==> config.mk <==
export PLATFORM = sky130hd
export DESIGN_NAME = ovengame
export DESIGN_NICKNAME = d
export VERILOG_FILES = /design/src/rtl/ovengame_pkg.sv /design/src/rtl/ovengame_lfsr3.sv /design/src/rtl/ovengame.sv
export SDC_FILE = /design/constraint.sdc
export NUM_CORES = 1
export LEC_CHECK = 0
export CAP_MARGIN = 5
export CORE_UTILIZATION = 50
export DETAILED_ROUTE_END_ITERATION = 10
export PLACE_DENSITY = 0.74
export SETUP_SLACK_MARGIN = 0.2
export SLEW_MARGIN = 20
export SYNTH_ARGS = -nofsm -noshare
export SYNTH_HDL_FRONTEND = slang
export SYNTH_HIERARCHICAL = 1
export SYNTH_SLANG_ARGS = --single-unit
==> constraint.sdc <==
create_clock -name clock -period 3.8 [get_ports clock]
set_input_delay 0.76 -clock clock [delete_from_list [all_inputs] [get_ports clock]]
set_output_delay 0.76 -clock clock [all_outputs]
set_load 0.01 [all_outputs]
==> src/rtl/ovengame_pkg.sv <==
// Shared definitions for the oven timing minigame: state codes, LFSR seed
// and the target decode used by the top.
package ovengame_pkg;

  typedef enum logic [3:0] {
    ST_INICIAL = 4'h0,
    ST_PREPARA = 4'h1,
    ST_ESPERA  = 4'h2,
    ST_MOSTRA  = 4'h3,
    ST_ACERTO  = 4'h4,
    ST_ERRO    = 4'h5,
    ST_SOLTA   = 4'h6,
    ST_PROXIMA = 4'h7,
    ST_FIM     = 4'hF
  } estado_t;

  localparam logic [2:0] LFSR_SEED = 3'b001;
  localparam logic [6:0] JOG_TODAS = 7'h7F;
  localparam logic [6:0] JOG_NADA  = 7'h00;

  // LFSR value q (never zero) lights button q-1
  function automatic logic [6:0] alvo_onehot(input logic [2:0] q);
    logic [6:0] r;
    r = 7'b0;
    for (int i = 0; i < 7; i++) begin
      r[i] = (q == 3'(i + 1));
    end
    return r;
  endfunction

endpackage

==> src/rtl/ovengame_lfsr3.sv <==
// 3-bit maximal-length LFSR that picks the target button for each round.
module lfsr3
  import ovengame_pkg::*;
(
  input  logic       clock,
  input  logic       reset,
  input  logic       load,
  input  logic       advance,
  output logic [2:0] q
);

  logic [2:0] q_r;

  // seed reload has priority over advancing
  always_ff @(posedge clock or posedge reset) begin
    if (reset) begin
      q_r <= LFSR_SEED;
    end else if (load) begin
      q_r <= LFSR_SEED;
    end else if (advance) begin
      q_r <= {q_r[1:0], q_r[2] ^ q_r[1]};
    end else begin
      q_r <= q_r;
    end
  end

  assign q = q_r;

endmodule

==> src/rtl/ovengame.sv <==
// Oven timing reaction minigame: lights a target button each round and
// scores presses of exactly that button inside the response window.
module ovengame
  import ovengame_pkg::*;
#(
  parameter int ROUNDS         = 7,
  parameter int T_ESPERA       = 500,
  parameter int T_RESP_FACIL   = 1500,
  parameter int T_RESP_DIFICIL = 700,
  parameter int T_FEEDBACK     = 500
) (
  input  logic       clock,
  input  logic       reset,
  input  logic       jogar,
  input  logic       dificuldade,
  input  logic [6:0] botoes,
  output logic [3:0] estado,
  output logic [6:0] jogadas,
  output logic [2:0] pontuacao,
  output logic       pronto
);

  localparam int T_MAX_A = (T_ESPERA > T_FEEDBACK) ? T_ESPERA : T_FEEDBACK;
  localparam int T_MAX_B = (T_RESP_FACIL > T_RESP_DIFICIL) ? T_RESP_FACIL : T_RESP_DIFICIL;
  localparam int T_MAX   = (T_MAX_A > T_MAX_B) ? T_MAX_A : T_MAX_B;
  localparam int TW      = $clog2(T_MAX + 1);

  // comparisons are against the last cycle of each interval
  localparam logic [TW-1:0] LIM_ESPERA   = TW'(T_ESPERA - 1);
  localparam logic [TW-1:0] LIM_FEEDBACK = TW'(T_FEEDBACK - 1);
  localparam logic [TW-1:0] LIM_FACIL    = TW'(T_RESP_FACIL - 1);
  localparam logic [TW-1:0] LIM_DIFICIL  = TW'(T_RESP_DIFICIL - 1);

  estado_t       state_r, state_s;
  logic [TW-1:0] tmr_r;
  logic [TW-1:0] resp_limit_r;
  logic [2:0]    round_r;
  logic [6:0]    botoes_prev_r;
  logic [2:0]    pontuacao_r;
  logic          pronto_r;
  logic [6:0]    jogadas_r;
  logic [2:0]    lfsr_q_s;
  logic [6:0]    alvo_s;
  logic          press_s;

  lfsr3 u_lfsr (
    .clock   (clock),
    .reset   (reset),
    .load    (state_r == ST_PREPARA),
    .advance (state_r == ST_PROXIMA),
    .q       (lfsr_q_s)
  );

  assign alvo_s  = alvo_onehot(lfsr_q_s);
  assign press_s = (botoes != 7'b0) && (botoes_prev_r == 7'b0);

  // next-state decode
  always_comb begin
    state_s = state_r;
    case (state_r)
      ST_INICIAL: if (jogar) state_s = ST_PREPARA; else state_s = ST_INICIAL;
      ST_PREPARA: state_s = ST_ESPERA;
      ST_ESPERA:  if (tmr_r == LIM_ESPERA) state_s = ST_MOSTRA; else state_s = ST_ESPERA;
      ST_MOSTRA: begin
        // a press in the final window cycle beats the timeout
        if (press_s) begin
          if (botoes == alvo_s) state_s = ST_ACERTO; else state_s = ST_ERRO;
        end else if (tmr_r == resp_limit_r) begin
          state_s = ST_ERRO;
        end else begin
          state_s = ST_MOSTRA;
        end
      end
      ST_ACERTO:  if (tmr_r == LIM_FEEDBACK) state_s = ST_SOLTA; else state_s = ST_ACERTO;
      ST_ERRO:    if (tmr_r == LIM_FEEDBACK) state_s = ST_SOLTA; else state_s = ST_ERRO;
      ST_SOLTA:   if (botoes == 7'b0) state_s = ST_PROXIMA; else state_s = ST_SOLTA;
      ST_PROXIMA: begin
        if (({1'b0, round_r} + 4'd1) == 4'(ROUNDS)) state_s = ST_FIM; else state_s = ST_ESPERA;
      end
      ST_FIM:     if (jogar) state_s = ST_PREPARA; else state_s = ST_FIM;
      default:    state_s = ST_INICIAL;
    endcase
  end

  // state register and the shared interval timer, cleared on every state change
  always_ff @(posedge clock or posedge reset) begin
    if (reset) begin
      state_r <= ST_INICIAL;
      tmr_r   <= {TW{1'b0}};
    end else begin
      state_r <= state_s;
      if (state_s != state_r) tmr_r <= {TW{1'b0}};
      else                    tmr_r <= tmr_r + TW'(1);
    end
  end

  // round bookkeeping, score, edge detector and registered outputs
  always_ff @(posedge clock or posedge reset) begin
    if (reset) begin
      botoes_prev_r <= 7'b0;
      round_r       <= 3'd0;
      resp_limit_r  <= LIM_FACIL;
      pontuacao_r   <= 3'd0;
      pronto_r      <= 1'b0;
      jogadas_r     <= JOG_NADA;
    end else begin
      botoes_prev_r <= botoes;
      if (state_r == ST_PREPARA) begin
        round_r      <= 3'd0;
        resp_limit_r <= dificuldade ? LIM_DIFICIL : LIM_FACIL;
      end else if (state_r == ST_PROXIMA) begin
        round_r <= round_r + 3'd1;
      end else begin
        round_r <= round_r;
      end
      if (state_s == ST_PREPARA) begin
        pontuacao_r <= 3'd0;
      end else if ((state_r == ST_MOSTRA) && (state_s == ST_ACERTO) && (pontuacao_r != 3'd7)) begin
        pontuacao_r <= pontuacao_r + 3'd1;
      end else begin
        pontuacao_r <= pontuacao_r;
      end
      pronto_r <= (state_s == ST_FIM);
      case (state_s)
        ST_MOSTRA: jogadas_r <= alvo_s;
        ST_ACERTO: jogadas_r <= JOG_TODAS;
        default:   jogadas_r <= JOG_NADA;
      endcase
    end
  end

  assign estado    = state_r;
  assign jogadas   = jogadas_r;
  assign pontuacao = pontuacao_r;
  assign pronto    = pronto_r;

endmodule

* Yosys cells after proc, flatten, opt, wreduce, memory -nomap -nowiden
Cells that the tools add are included.
** Storage, ports and cells
- Input bits :: 11
- Bits in latches :: 0
- Word-level logic and storage cells :: 68
- Bits in writable memories :: 0
- Memories :: 0
- ROM bits :: 0
- Output and inout bits :: 15
- Register bits after elaboration :: 50
** Cells by class
- $mul :: 0
- Divide/modulo/power cells :: 0
- Equality and inequality tests :: 25
- Order comparisons :: 0
- Shifts and indexed selects :: 0
- Reductions and logical operators :: 9
- Mux-type cells :: 20
- Add/sub/neg operators :: 4
- Bitwise gates (word level) :: 1
** Operator list (count)
- 4-bit one-hot mux with 9 select lines :: 1
- 4-bit by 3-bit == test with 1-bit output (second input constant) :: 6
- 11-bit 2-to-1 mux :: 2
- 3-bit 2-to-1 mux :: 7
- 7-bit zero test :: 2
- 7-bit one-hot mux with 2 select lines :: 1
- 3-bit == test (second input constant) :: 4
- 4-bit by 2-bit == test with 1-bit output (second input constant) :: 3
- 4-bit 2-to-1 mux :: 3
- 11-bit by 1-bit adder with 11-bit output (second input constant) :: 1
- 11-bit == test :: 1
- 11-bit by 9-bit == test with 1-bit output (second input constant) :: 1
- 4-bit by 1-bit == test with 1-bit output (second input constant) :: 2
- 4-bit == test (second input constant) :: 2
- 7-bit == test :: 1
- 7-bit nonzero test :: 1
- 3-bit by 1-bit adder with 3-bit output (second input constant) :: 2
- 3-bit by 2-bit == test with 1-bit output (second input constant) :: 2
- 3-bit by 1-bit adder with 4-bit output (second input constant) :: 1
- 4-bit zero test :: 1
- 1-bit 2-to-1 mux :: 4
- 2-bit 2-to-1 mux :: 2
- 4-bit != test :: 1
- 2-bit nonzero test :: 2
- 4 further kinds :: 6

* Longest topological paths before layout
Gate-level depths: netlist (run 1).
- Depth after elaboration :: 10
- Gate-level depth with buffers :: 10
- Depth with buffers taken out :: 9

* By module
The synthesis (run 1) kept the hierarchy.
** By module, submodules not included
- ovengame :: area an instance 2064.5 sq um, cells an instance 205, instances 1, sequential area each 952.2 sq um
- lfsr3 :: area an instance 131.4 sq um, cells an instance 12, instances 1, sequential area each 76.3 sq um

* Worst setup path before layout (run 1)
Ideal clock, no wire load.
- Path kind :: input to register
- From :: in botoes[1]
- To :: reg jogadas_r[0] (netlist: jogadas[0])
- Required time :: 3674 ps
- Data arrival time :: 2373 ps
- Slack :: 1301 ps
- Library setup time :: 126 ps
- Stages :: 9
- Buffers on the path :: 2
- Path through :: or4_1 > nor4_4 > nor3_1 > a31oi_1 > nand2b_4 > buf_6 > or3_1 > buf_6 > o31ai_1
** Between the ends
- Word-level cells in the longest chain between the ends :: 6
- Elaborated cells between the ends (all ways) :: 11
- Classes of those cells :: eq/ne (3); mux (5); reduce/logical (3)
** RTL lines
- from (decl) :: line ovengame.sv:16 : input logic [6:0] botoes,
- 7-bit == test or 7-bit nonzero test (tied branches) :: line ovengame.sv:67, ovengame.sv:55
- 1-bit 2-to-1 mux or 1-bit logical AND (tied branches) :: line ovengame.sv:67, ovengame.sv:55
- 4-bit 2-to-1 mux :: line ovengame.sv:66 : if (press_s) begin
- 4-bit one-hot mux with 9 select lines (*) :: line ovengame.sv:60 : case (state_r)
- net state_s[0] :: line ovengame.sv:34 : estado_t state_r, state_s;
- 4-bit by 3-bit == test with 1-bit output or 4-bit by 2-bit == test with 1-bit output (tied branches) :: line ovengame.sv:124 : case (state_s)
- 7-bit one-hot mux with 2 select lines (*) :: line ovengame.sv:124
- to (signal assigned) :: line ovengame.sv:125 : ST_MOSTRA: jogadas_r <= alvo_s;
- to (decl) :: line ovengame.sv:41 : logic [6:0] jogadas_r;
Mark *: on every way through the listed nets, which the timed path passes. The rest lies on a longest branch.
A chain may end at the register's enable or synchronous reset.

* Final worst setup path (run 1)
- From :: in botoes[1]
- To :: reg jogadas_r[5] (netlist: jogadas[5])
** Between the ends
- Word-level cells in the longest chain between the ends :: 6
- Elaborated cells between the ends (all ways) :: 11
- Classes of those cells :: eq/ne (3); mux (5); reduce/logical (3)
** RTL lines (line)
- 7-bit == test or 7-bit nonzero test (tied branches) :: ovengame.sv:67, ovengame.sv:55
- 1-bit 2-to-1 mux or 1-bit logical AND (tied branches) :: ovengame.sv:67, ovengame.sv:55
- 4-bit 2-to-1 mux :: ovengame.sv:66
- 4-bit one-hot mux with 9 select lines (*) :: ovengame.sv:60
- 4-bit by 3-bit == test with 1-bit output or 4-bit by 2-bit == test with 1-bit output (tied branches) :: ovengame.sv:124
- 7-bit one-hot mux with 2 select lines (*) :: ovengame.sv:124
Mark *: on every way between the ends. The rest lies on a longest branch, timed or not.

==> results of run 1 <==
## where the power goes
group / internal (uW) / switching, uW / total, uW
sequential: 512 / 95.7 / 608
combinational: 214 / 247 / 461
clock: 130 / 148 / 278
total: 856 / 490 / 1350
## per-layer routing
metal,vias to the layer above,global-route usage,routed length [um]
met1,797,0.246,1970
met2,31,0.353,2070
met5,-,0,0
met4,0,0.0547,44
li1,824,-,-
met3,6,0.0583,171
## kinds of logic (layout without fill, tap and decap cells)
family          Yosys count  in the layout  share of synthesized area
mux                       8              8                     0.0382
xor+xnor                 12             12                     0.0479
simple gates             87             87                      0.222
compound gates           42             42                      0.144
buf+inv                  22             48                     0.0507
fa+ha+maj                 5              5                     0.0285
flops                    41             41                      0.468
## synthesized netlist by cell type, types with 3 or more instances
master   number
xor2_1        7
xnor2_1       5
nand2_1      11
dfrtp_1      39
ha_1          5
buf_6         3
o31ai_1       4
mux2i_1       5
o21ai_0       7
mux2_2        3
nor3_1        8
buf_2         5
a21oi_1       3
o21ai_2       3
and3_1        3
nor2_1       34
inv_1        13
nand3_1       9
## flip-flops by register name, indices dropped and copies added (netlist names)
signal / flops
botoes_prev_r: 7
estado: 4
jogadas: 7
pontuacao: 3
pronto: 1
resp_limit_r: 2
round_r: 3
tmr_r: 11
u_lfsr/q: 3
## critical path: cells and delay by family
kind	cells	cell delay, ns
AOI/OAI and AO/OA	2	0.35
buffers and inverters	1	0.46
and+or+nand+nor	5	1.47
## worst max path at each step
stage                          from              endpoint  slack (ns)  cells after the start
final                     botoes[1]  jogadas[5]$_DFF_PP0_        0.93                      8
after CTS                 botoes[1]  jogadas[5]$_DFF_PP0_        0.95                      8
after floorplan           botoes[1]  jogadas[0]$_DFF_PP0_        1.30                      9
after detailed placement  botoes[1]  jogadas[5]$_DFF_PP0_        0.64                      8
after global placement    botoes[1]  jogadas[4]$_DFF_PP0_        0.70                      8
after global routing      botoes[4]  jogadas[5]$_DFF_PP0_        0.74                      8
## area by class of cell
class | instances | area, um2
fillers | 348 | 1570
multi-input cells | 154 | 1060
flip-flops and latches | 41 | 1030
repair buffers | 27 | 265
clock buffers | 7 | 76.3
well taps | 50 | 62.6
inverters | 13 | 48.8
clock inverters | 1 | 7.51
## metrics by stage
stage	area, um2	hold WS, ns	worst slack, ns	total power (uW)
after floorplan	2200	0.433	1.30	964
after global placement	2460	0.455	0.702	1070
after detailed placement	2460	0.453	0.638	1080
after CTS	2540	0.468	0.948	1360
after global routing	2540	0.503	0.740	1440
final	2540	0.464	0.931	1350
==> metrics, run 1 <==
outcome complete, no violations; peak supply drop 0.222 mV; RSZ-0062 raised after global routing false; Resized Gates After CTS 0; register area share after synthesis 0.468; Worst R2R Setup Slack 1.15 ns; layout cells sized above 1 0.115; routability congestion estimate 0.820; row count 23; post-CTS setup buffer count 0; CTS buffer count 5; DR vias 1,658; Setup violations, final 0; Layout Skew 0.00406 ns; Layout Nets 258; reg2reg start tmr_r[0]$_DFF_PP0_; dominant cell type by area after synthesis dfrtp_1; Max Root-Sink Buffers 2; vias in the first global route 1,547; critical path data required time 3.96 ns; kind of critical path input port to flip-flop; ys async rst share 1.00; DR DRC count 0; commonest non-fill, non-tap cell in the layout dfrtp_1; DR vias/cell 5.66; critical path arrival 3.03 ns; period utilization 0.755; hold_sp tmr_r[0]$_DFF_PP0_; Static Leak 0.00108 uW; Post-Syn Area 2200 um2; Critical Path Max Stage Delay 0.60 ns; grt total ovfl 0; Clk Latency, worst-skew pair 0.29 ns; crit-path cells clkdlybuf4s50_1 > or4_1 > nor4_4 > nor3_1 > a31oi_1 > nand2b_4 > or3_1 > o31ai_1; hold path depth 1; top post-synthesis cells by area dfrtp_1, nor2_1, ha_1; Syn Nets 233; Power per Cell Area 529 nW/um2; H-tree Lvls 2; Tot GR Track Use 0.204; Worst Tran Pin Value 0.623 ns; fin crit period 2.87 ns; number of DRC markers in iteration 0 72; Area growth syn-to-layout 15.9%; Synth Warn # 6; commonest cells after routing, fill and taps aside dfrtp_1, nor2_1, clkdlybuf4s50_1, inv_1, nand2_1; max-cap viol count 0; Hold Crit Class flip-flop to flip-flop; hold path endpoint tmr_r[0]$_DFF_PP0_; Die Ht 68.3 um; CTS tree built; IO Pins 26; # diodes 0; #FFs+latches synth 41; Gate Count Post-Synth 217; CP max FO 7; EDFF count, synth 0; Initial Utilization 0.534; endpoint type of the worst setup path flip-flop; Die Area 4660 um2; Detail Route Antenna Nets 0; I/O Buffers 25; final cell count without fillers 293; Synth Area per Inst 10.1 um2; global-route wire length before repair 6960 um; # clock sinks 41; Fin Setup TNS 0 ns; TritonRoute pass-1 iters 4; Netlist cell types 59; DP Cell Count 285; DP HPWL 3080 um; clock-pin slew on the worst setup and hold paths 0.08 ns; clock root buffer clkbuf_8; Final Max Tran Viols 0; largest net degree at the start of global routing 39; share of the synthesized area in the top cell type 0.444; final core occ 0.618; Die Wd 68.3 um; wire length per cell 14.5 um; CP max-delay cell or4_1; initial antenna violation count 0; # hold bufs at CTS 0; routed wire length 4260 um; reg-to-reg endpoint jogadas[5]$_DFF_PP0_; Primary FF master, synth dfrtp_1; Rel. slew slack 0.583; highest clock rate 349 MHz; cell count of the worst reg-to-reg path 8; crit start category input port; Core Region 4120 um2; Final Hold Viols 0
(Power assumes the default switching activity.)
==> run 2: changes to the inputs <==
==> constraint.sdc (replaced) <==
create_clock -name clock -period 2.9 [get_ports clock]
set_input_delay 0.58 -clock clock [delete_from_list [all_inputs] [get_ports clock]]
set_output_delay 0.58 -clock clock [all_outputs]
set_load 0.01 [all_outputs]
==> metrics, run 2 (synthesis gave the netlist of run 1 again) <==
Logic pwr share 0.366; hold slack 0.467 ns; cell count of the worst reg-to-reg path 9; clock root buffer clkbuf_8; CTS tree built; Setup violations, final 0; Fin Setup TNS 0 ns; H-tree Lvls 2; CP max FO 11; commonest non-fill, non-tap cell in the layout dfrtp_1; Detail Route Antenna Nets 0; P_int 1220 uW; PnR Total Power 1900 uW; # diodes 0; DR vias/cell 5.62; Layout Skew 0.00546 ns; Sw Share 0.359; initial antenna violation count 0; CP max-delay cell or4_4; layout cells sized above 1 0.196; DR vias 1,714; # clock sinks 41; crit-path cells clkdlybuf4s50_1 > or4_4 > nor4_4 > a41oi_1 > o221a_1 > buf_4 > o21ai_2 > nor2_1; register share of total power 0.420; Worst Tran Pin Value 0.638 ns; Area growth syn-to-layout 22.6%; max FFs per register 11; Highest Signal Layer met4; crit start category input port; Layout Nets 270; Worst R2R Setup Slack 0.32 ns; critical path arrival 2.80 ns; Initial Utilization 0.534; max-cap viol count 0; Die Wd 68.3 um; IO Pins 26; row count 23; routability congestion estimate 0.771; Critical Path Max Stage Delay 0.55 ns; reg-to-reg endpoint jogadas[0]$_DFF_PP0_; reg2reg start tmr_r[0]$_DFF_PP0_; global-route wire length before repair 6890 um; Clk Latency, worst-skew pair 0.29 ns; Reg with most FFs tmr_r; highest clock rate 379 MHz; wire length per cell 14.4 um; Core Region 4120 um2; vias in the first global route 1,547; grt total ovfl 0; clock share of power 0.215; Final Hold Viols 0; period utilization 0.909; Detail Route met3 WL 189 um; fin crit period 2.64 ns; WL met1 2010 um; DP HPWL 3050 um; outcome complete, no violations; CTS buffer count 5; kind of critical path input port to flip-flop; DR DRC count 0; largest net degree at the start of global routing 39; critical path data required time 3.06 ns; # hold bufs at CTS 0; Tot GR Track Use 0.206; switching power 683 uW; TritonRoute pass-1 iters 6; Final Max Tran Viols 0; final core occ 0.654; Die Ht 68.3 um; met2 WL 2120 um; I/O Buffers 25; Rel. slew slack 0.573; RSZ-0062 raised after global routing true; Hold Crit Class input port to asynchronous set/reset pin; Static Leak 0.00117 uW; number of DRC markers in iteration 0 92; endpoint type of the worst setup path flip-flop; commonest cells after routing, fill and taps aside dfrtp_1, nor2_1, clkdlybuf4s50_1, inv_1, buf_4; Power per Cell Area 706 nW/um2; routed wire length 4390 um; peak supply drop 0.381 mV; Die Area 4660 um2; Max Root-Sink Buffers 2; clock-pin slew on the worst setup and hold paths 0.07 ns
run 2: routing by layer:
| layer | vias up | global-route usage |
|---|---|---|
| li1 | 849 | - |
| met1 | 820 | 0.250 |
| met2 | 38 | 0.336 |
| met3 | 7 | 0.0683 |
| met4 | 0 | 0.0781 |
| met5 | - | 0 |
run 2: power by group through the flow:
stage               logic, uW  registers (uW)  clock network, uW
floorplan                 503             760                  0
global placement          613             803                  0
detailed placement        628             805                  0
CTS                       635             797                414
global route              774             820                435
finish                    695             797                408
run 2: how the worst max path moves through the flow:
| stage | from | end | depth (start not counted) |
|---|---|---|---|
| after floorplan | tmr_r[0]$_DFF_PP0_ | jogadas[0]$_DFF_PP0_ | 10 |
| after global placement | botoes[1] | tmr_r[6]$_DFF_PP0_ | 7 |
| after detailed placement | botoes[1] | tmr_r[6]$_DFF_PP0_ | 7 |
| after CTS | tmr_r[0]$_DFF_PP0_ | jogadas[0]$_DFF_PP0_ | 9 |
| after global routing | botoes[5] | jogadas[0]$_DFF_PP0_ | 9 |
| final | botoes[5] | tmr_r[6]$_DFF_PP0_ | 8 |
run 2: critical path: cells and delay by family:
| kind | cells | cell delay, ns |
|---|---|---|
| buffers and inverters | 2 | 0.56 |
| and+or+nand+nor | 3 | 0.95 |
| AOI/OAI and AO/OA | 3 | 0.71 |
run 2: what timing repair did:
item | in CTS | in global routing
pin swaps | 0 | 4
gates resized for setup | 1 | 8
endpoints found under the setup margin | 9 | 9
setup buffers | 0 | 3
run 2: final cells by class:
class                      instances  area [um2]
clock inverter                     1        5.00
multi-input combinational        154        1090
clock buffer                       7        96.3
fill                             345        1420
tap                               50        62.6
sequential                        41        1030
inverter                          13        48.8
timing repair buffer              39         359
run 2: per-stage QoR:
step                setup WS (ns)  cell area (um2)  instances
global route                0.160             2690        305
floorplan                   0.429             2200        217
global placement          -0.0849             2530        294
detailed placement         -0.115             2530        294
CTS                         0.188             2630        302
finish                      0.264             2690        305
